`src/rtl/dump_uart_tx.sv`:
```
// dump_uart_tx: serialises a register-dump frame (0xA5, r1, r2, r3 little-endian)
// or a single 'H' halt byte over an 8N1 UART line, CLKS_PER_BIT clocks per bit.
// Ports: clk/reset (sync, active high); dump = level dump request; halt = CPU
//   halted; r1..r3 = values captured on the request edge; tx = serial line
//   (idle high); busy = transmission in progress; overflow = sticky lost-request flag.
// Latency: tx drops to the start bit on the capture edge; bytes are back-to-back.
// Backpressure: none; a dump request seen while busy is dropped and flagged.
// Optional feature: define DUMP_CHECKSUM_EN to append an XOR checksum byte.
module dump_uart_tx #(
  parameter int CLKS_PER_BIT = 4
) (
  input  logic        clk,
  input  logic        reset,
  input  logic        dump,
  input  logic        halt,
  input  logic [31:0] r1,
  input  logic [31:0] r2,
  input  logic [31:0] r3,
  output logic        tx,
  output logic        busy,
  output logic        overflow
);

`ifdef DUMP_CHECKSUM_EN
  localparam logic [3:0] LAST_IDX = 4'd13;
`else
  localparam logic [3:0] LAST_IDX = 4'd12;
`endif
  localparam logic [7:0]  HDR       = 8'hA5;
  localparam logic [7:0]  HALT_CHAR = 8'h48;
  localparam logic [15:0] CNT_MAX   = 16'(CLKS_PER_BIT - 1);

  typedef enum logic [1:0] {IDLE, START, DATA, STOP} state_t;

  state_t      state;
  logic [15:0] clk_cnt;
  logic [3:0]  byte_idx;
  logic [2:0]  bit_idx;
  logic [7:0]  cur_byte;
  logic [31:0] r1_q, r2_q, r3_q;
  logic        halt_sent;
  logic        in_halt;      // current byte is the lone 'H', not part of a frame
`ifdef DUMP_CHECKSUM_EN
  logic [7:0]  csum;         // running XOR of every frame byte loaded so far
`endif

  logic        bit_done;
  logic [3:0]  next_idx;
  logic [3:0]  pidx;
  logic [31:0] word_sel;
  logic [7:0]  next_byte;

  assign bit_done = (clk_cnt == CNT_MAX);
  assign next_idx = byte_idx + 4'd1;

  // Frame byte k (1..12) is byte (k-1)%4 of word (k-1)/4 of the snapshot.
  always_comb begin
    pidx = next_idx - 4'd1;
    case (pidx[3:2])
      2'd0:    word_sel = r1_q;
      2'd1:    word_sel = r2_q;
      default: word_sel = r3_q;
    endcase
    next_byte = word_sel[{pidx[1:0], 3'b000} +: 8];
`ifdef DUMP_CHECKSUM_EN
    if (next_idx == LAST_IDX) next_byte = csum;
`endif
  end

  always_ff @(posedge clk) begin
    if (reset) begin
      state     <= IDLE;
      clk_cnt   <= '0;
      byte_idx  <= '0;
      bit_idx   <= '0;
      cur_byte  <= '0;
      r1_q      <= '0;
      r2_q      <= '0;
      r3_q      <= '0;
      halt_sent <= 1'b0;
      in_halt   <= 1'b0;
      tx        <= 1'b1;
      busy      <= 1'b0;
      overflow  <= 1'b0;
`ifdef DUMP_CHECKSUM_EN
      csum      <= '0;
`endif
    end else begin
      // busy is still low on the capture edge, so only later requests count.
      if (dump && busy) overflow <= 1'b1;

      if (state != IDLE) clk_cnt <= bit_done ? '0 : clk_cnt + 16'd1;

      case (state)
        IDLE: begin
          clk_cnt <= '0;
          if (dump) begin
            r1_q     <= r1;
            r2_q     <= r2;
            r3_q     <= r3;
            cur_byte <= HDR;
            byte_idx <= '0;
            in_halt  <= 1'b0;
`ifdef DUMP_CHECKSUM_EN
            csum     <= HDR;
`endif
            state    <= START;
            tx       <= 1'b0;
            busy     <= 1'b1;
          end else if (halt && !halt_sent) begin
            cur_byte  <= HALT_CHAR;
            in_halt   <= 1'b1;
            halt_sent <= 1'b1;
            state     <= START;
            tx        <= 1'b0;
            busy      <= 1'b1;
          end
        end

        START: begin
          if (bit_done) begin
            state   <= DATA;
            bit_idx <= '0;
            tx      <= cur_byte[0];
          end
        end

        DATA: begin
          if (bit_done) begin
            if (bit_idx == 3'd7) begin
              state <= STOP;
              tx    <= 1'b1;
            end else begin
              bit_idx <= bit_idx + 3'd1;
              tx      <= cur_byte[bit_idx + 3'd1];
            end
          end
        end

        STOP: begin
          if (bit_done) begin
            if (!in_halt && byte_idx != LAST_IDX) begin
              byte_idx <= next_idx;
              cur_byte <= next_byte;
`ifdef DUMP_CHECKSUM_EN
              csum     <= csum ^ next_byte;
`endif
              state    <= START;
              tx       <= 1'b0;
            end else if (!in_halt && halt && !halt_sent) begin
              // Pending halt chains straight onto the end of the dump frame.
              cur_byte  <= HALT_CHAR;
              in_halt   <= 1'b1;
              halt_sent <= 1'b1;
              state     <= START;
              tx        <= 1'b0;
            end else begin
              state <= IDLE;
              busy  <= 1'b0;
              tx    <= 1'b1;
            end
          end
        end

        default: state <= IDLE;
      endcase
    end
  end

endmodule
```
`config.mk`:
```
export PLATFORM = sky130hd
export DESIGN_NAME = dump_uart_tx
export DESIGN_NICKNAME = d
export VERILOG_FILES = /design/src/rtl/dump_uart_tx.sv
export SDC_FILE = /design/constraint.sdc
export NUM_CORES = 1
export LEC_CHECK = 0
export CORE_UTILIZATION = 30
export CTS_CLUSTER_SIZE = 14
export DETAILED_ROUTE_END_ITERATION = 12
export RECOVER_POWER = 100
export SKIP_LAST_GASP = 1
export SYNTH_ARGS = -nofsm -noshare
export SYNTH_HDL_FRONTEND = slang
export SYNTH_SLANG_ARGS = --single-unit
```
`constraint.sdc`:
```
create_clock -name clk -period 8.34 [get_ports clk]
set_input_delay 1.668 -clock clk [delete_from_list [all_inputs] [get_ports clk]]
set_output_delay 1.668 -clock clk [all_outputs]
set_load 0.05 [all_outputs]
```
; ---- After elaboration in Yosys (flattened, before gate mapping)
; Cells that the tools add are included.
[totals]
word_cells = 111
ff_bits = 134
out_inout_bits = 3
[op_classes]
n_reduce_logical = 22
eq_ne = 21
n_addsub = 4
shifts = 1
order_cmp = 1
muxes = 49
[ops]
columns = cell, count
row1 = $pmux 32 s2, 1
row2 = $mux 8, 5
row3 = $shiftx 32x6->8, 1
row4 = $ne 2x2->1 const B, 12
row5 = $mux 1, 21
row6 = $add 16x1->16 const B, 1
row7 = $eq 16x2->1 const B, 1
row8 = $mux 16, 1
row9 = $pmux 8 s2, 1
row10 = $reduce_and 4->1, 4
row11 = $reduce_and 5->1, 3
row12 = $mux 2, 6
row13 = $mux 4, 3
row14 = $mux 3, 3
row15 = $pmux 2 s4, 1
row16 = $pmux 4 s2, 1
row17 = $ne 3x3->1 const B, 2
row18 = $pmux 1 s2, 3
row19 = $pmux 3 s2, 1
row20 = $reduce_and 6->1, 1
row21 = $reduce_bool 2->1, 3
row22 = $logic_and 1x1->1, 5
row23 = $add 4x1->4 const B, 1
row24 = $eq 2x1->1 const B, 2
row25 = other kinds (12), 15

; ---- Depth between registers and ports, before layout
[depth]
depth_word = 8
depth_mapped = 12
depth_no_buf = 8

; ---- Least setup slack after synthesis
; OpenSTA, ideal clock, no wires.
[synth_timing]
path_type = reg-to-reg
startpoint = reg byte_idx[0]
endpoint = reg cur_byte[5]
synth_period_minus_slack_ns = 2.768
path_slack_ns = 5.572
setup_ns = 0.087
required_ns = 8.253
arrival_ns = 2.681
stages_incl_launch_ff = 12
cell_sequence = dfxtp_1 > clkbuf_1 > inv_1 > ha_1 > buf_6 > or2_4 > o21a_1 > o211ai_4 > buf_6 > mux2_1 > a211o_1 > o31ai_1
[synth_between]
elab_chain_cells = 8
word_cells_on_any_way = 13
classes_between = add/sub: 2 / eq/ne: 3 / shift: 1 / mux: 4 / reduce/logical: 3
[synth_lines]
columns = item, line
row1 = from (decl), 37  ; logic [3:0] byte_idx;
row2 = from (signal assigned), 143  ; byte_idx <= next_idx;
row3 = $add 4x1->4, 54  ; assign next_idx = byte_idx + 4'd1;
row4 = $sub 4x1->4, 58  ; pidx = next_idx - 4'd1;
row5 = $eq 2x1->1 / $logic_not 2->1 (equally long branches), 59  ; case (pidx[3:2])
row6 = $pmux 32 s2, 59
row7 = $shiftx 32x6->8, 64  ; next_byte = word_sel[{pidx[1:0], 3'b000} +: 8];
row8 = $mux 8, 142  ; if (!in_halt && byte_idx != LAST_IDX) begin
row9 = $mux 8, 141  ; if (bit_done) begin
row10 = $pmux 8 s2, 94  ; case (state)
row11 = to (signal assigned), 144  ; cur_byte <= next_byte;
row12 = to (decl), 39  ; logic [7:0] cur_byte;
; Several ways; a longest one is shown, not always the timed one. The select of a mux whose other input is x is not followed.
; A chain may end at the register's enable or synchronous reset.

; ---- Worst setup path in the final report
[layout_timing]
startpoint = in dump
endpoint = reg r2_q[23]
[layout_between]
elab_chain_cells = 1
[layout_lines]
columns = item, line
row1 = from (decl), 14  ; input logic dump,
row2 = $reduce_and 2->1 (no line), --
row3 = to (signal assigned), 99  ; r2_q <= r2;
row4 = to (decl), 40  ; logic [31:0] r1_q, r2_q, r3_q;
; Every way passes these cells.

==> results.py <==
metrics = {
    "floorplanning": {
        "die_w_um": 146.1,
        "core_area_um2": 20300,
        "start_util": 0.3071,
        "die_area_um2": 21360,
        "ios": 103,
        "rows": 52,
        "die_h_um": 146.1,
    },
    "timing": {
        "tightest_slew_ns": 4.206,
        "final-setup-viol-count": 0,
        "hold_violations": 0,
        "max_freq_mhz": 177.5,
        "slew_headroom": -1.804,
        "setup_tns_ns": 0,
        "rsz0062_at_grt": "no",
        "period_share": 0.6757,
        "skew_ns": 0.008408,
        "drv_slew": 183,
        "fin_crit_ns": 5.635,
    },
    "finish": {
        "layout_common_cells": "nand2_1 (226), dfxtp_1 (133), a21oi_1 (111), clkdlybuf4s50_1 (97), nor2_1 (46)",
        "final_nets": 965,
        "layout_commonest_cell": "nand2_1",
        "area_growth_pct": 28.12,
        "drive_gt1_frac": 0.07135,
        "finalNonFillerCells": 1139,
        "diodes": 0,
        "postLayoutCellArea_um2": 7986,
    },
    "worst_setup_path": {
        "r2r_setup_slack_ns": 3.59,
        "worst_setup_path_start_kind": "input pin",
        "arrival_ns": 5.98,
        "cp_max_fo": 97,
        "worstSetupPathType": "in -> reg",
        "required_ns": 8.68,
        "endpoint_kind": "register",
    },
    "pwr": {
        "ir_drop_mv": 0.1184,
        "p_per_area_nw_per_um2": 255.1,
        "cellLeakagePower_uw": 0.002902,
    },
    "clocking": {
        "clk_latency_ns": 0.42,
        "ctsResizeCount": 0,
        "holdBufCountCts": 0,
        "cts_tree": "yes",
        "post_cts_buffers": 0,
        "cts_made_buffers": 17,
        "cts.root.buffer_cell": "clkbuf_16",
        "clock_sink_count": 134,
        "clockBufferDepth": 2,
        "htree_levels": 4,
        "cts.clk_slew.worst_paths_ns": 0.06,
    },
    "detailed_routing": {
        "drt-initial-drc-count": 384,
        "dr.pass1.iters": 5,
        "wl_met3_um": 589,
        "ant_nets": 0,
        "viasPerCell": 4.846,
        "met1Wirelength_um": 7820,
        "num_vias": 5520,
        "drt-total-wl_um": 16760,
        "wl_met2_um": 8067,
        "wl_per_cell_um": 14.71,
        "remaining_drc_errors": 0,
        "topRoutingLayerUsed": "met4",
    },
    "placement": {
        "gp_congestion": 0.8270,
        "place_inst": 1107,
        "dpl_cell_area_um2": 7393,
        "dp_hpwl_um": 11520,
        "io_buffers": 102,
    },
    "global_route": {
        "first_global_vias": 5282,
        "track_usage": 0.1619,
        "gr-total-overflow": 0,
        "antenna_found_initial": 0,
        "grt_start_max_net_pins": 98,
        "grt_pass1_wl_um": 27360,
    },
    "yosys": {
        "ys_warn_count": 0,
        "ys_ff_latch": 134,
        "synth_edf_count": 0,
        "syn_nets": 893,
        "async_flop_share": 0,
        "ys.flop_type": "dfxtp_1",
        "yosysSeqAreaShare": 0.4303,
        "syn-mean-instance-area_um2": 7.951,
        "syn_area_um2": 6233,
        "synth_cell_types": 56,
        "post_synth_inst_count": 784,
    },
    "run": {
        "max_cap_viol_count": 3,
    },
    "run_status": {
        "status": "complete, but fails checks",
        "failed_checks": "max-capacitance violations, max-slew violations",
    },
    "hold_path": {
        "hold_class": "reg -> reg",
    },
}
-- per-layer routing --
layer	vias up	track usage
met5	-	0
met3	12	0.03813
met1	2601	0.2125
met4	0	0.05104
li1	2810	-
met2	97	0.2617
-- cell usage after synthesis (5+ instances only) --
cell	instances	share of area
nand2_1	227	0.14
dfxtp_1	134	0.43
a21oi_1	111	0.089
nor2_1	46	0.028
clkbuf_1	40	0.024
mux2i_1	30	0.048
mux2_2	19	0.034
nand3_1	12	0.0096
nor2b_1	12	0.012
nor3_1	10	0.0080
o31ai_1	10	0.012
ha_1	9	0.018
inv_1	9	0.0054
o21ai_0	9	0.0072
xor2_1	9	0.013
a211oi_1	8	0.0096
nand2b_1	6	0.0060
buf_2	5	0.0040
or3_1	5	0.0050
xnor2_1	5	0.0070
-- metrics by stage --
step | util | power (µW) | hold slack (ns) | setup WS [ns]
after floorplan | - | 1123 | 0.4203 | 5.572
after global placement | 0.3642 | 1277 | 0.4377 | 4.653
after detailed placement | 0.3642 | 1280 | 0.4405 | 4.641
after CTS | 0.3940 | 2058 | 0.4522 | 4.756
after global routing | 0.3934 | 2148 | 0.4702 | 2.265
final | 0.3934 | 2037 | 0.4508 | 2.705
-- path summary, 6_finish.rpt --
check	from	to	cells past startpoint
worst max-delay path	dump	r2_q[23]	5
worst min-delay path	r1_q[8]	r1_q[8]	2
worst max register to register	byte_idx[0]	cur_byte[1]	9
worst min register to register	r1_q[8]	r1_q[8]	2
-- report_power, final --
| group | leakage, µW | internal, µW | total, µW | switching, µW |
|---|---|---|---|---|
| Clock | 0.000293 | 473 | 773 | 300 |
| Combinational | 0.00151 | 179 | 445 | 265 |
| Sequential | 0.00110 | 751 | 820 | 68.6 |
-- worst max-delay path, stage by stage --
cell           delay, ns
dlygate4sd3_1       0.65
nand2_2             0.10
clkbuf_1            2.92
nand2_1             0.29
a21oi_1             0.28
-- cell families after synthesis --
logic type                 Yosys count  synth area share
buffers and inverters               63           0.04375
and+or+nand+nor                    340            0.2302
muxes                               53           0.09334
AOI/OAI and AO/OA                  171            0.1646
adders and majority gates            9           0.01807
DFF                                134            0.4303
xor gates and xnor gates            14           0.01967
-- state kept, by name, indices dropped and copies added, names as in the netlist, 2 cells and up --
register,cells
byte_idx,4
bit_idx,3
clk_cnt,16
r2_q,32
state,2
r3_q,32
r1_q,32
cur_byte,8
-- final cells by class --
cell class | instances | area (µm²)
clock buffers | 18 | 429.2
clock inverters | 14 | 175.2
fillers | 2111 | 12310
inverters | 9 | 33.78
multi-input cells | 587 | 3282
flip-flops and latches | 134 | 2684
well taps | 270 | 337.8
repair buffers | 107 | 1045
No activity file was read; power rests on OpenSTA's default activity.
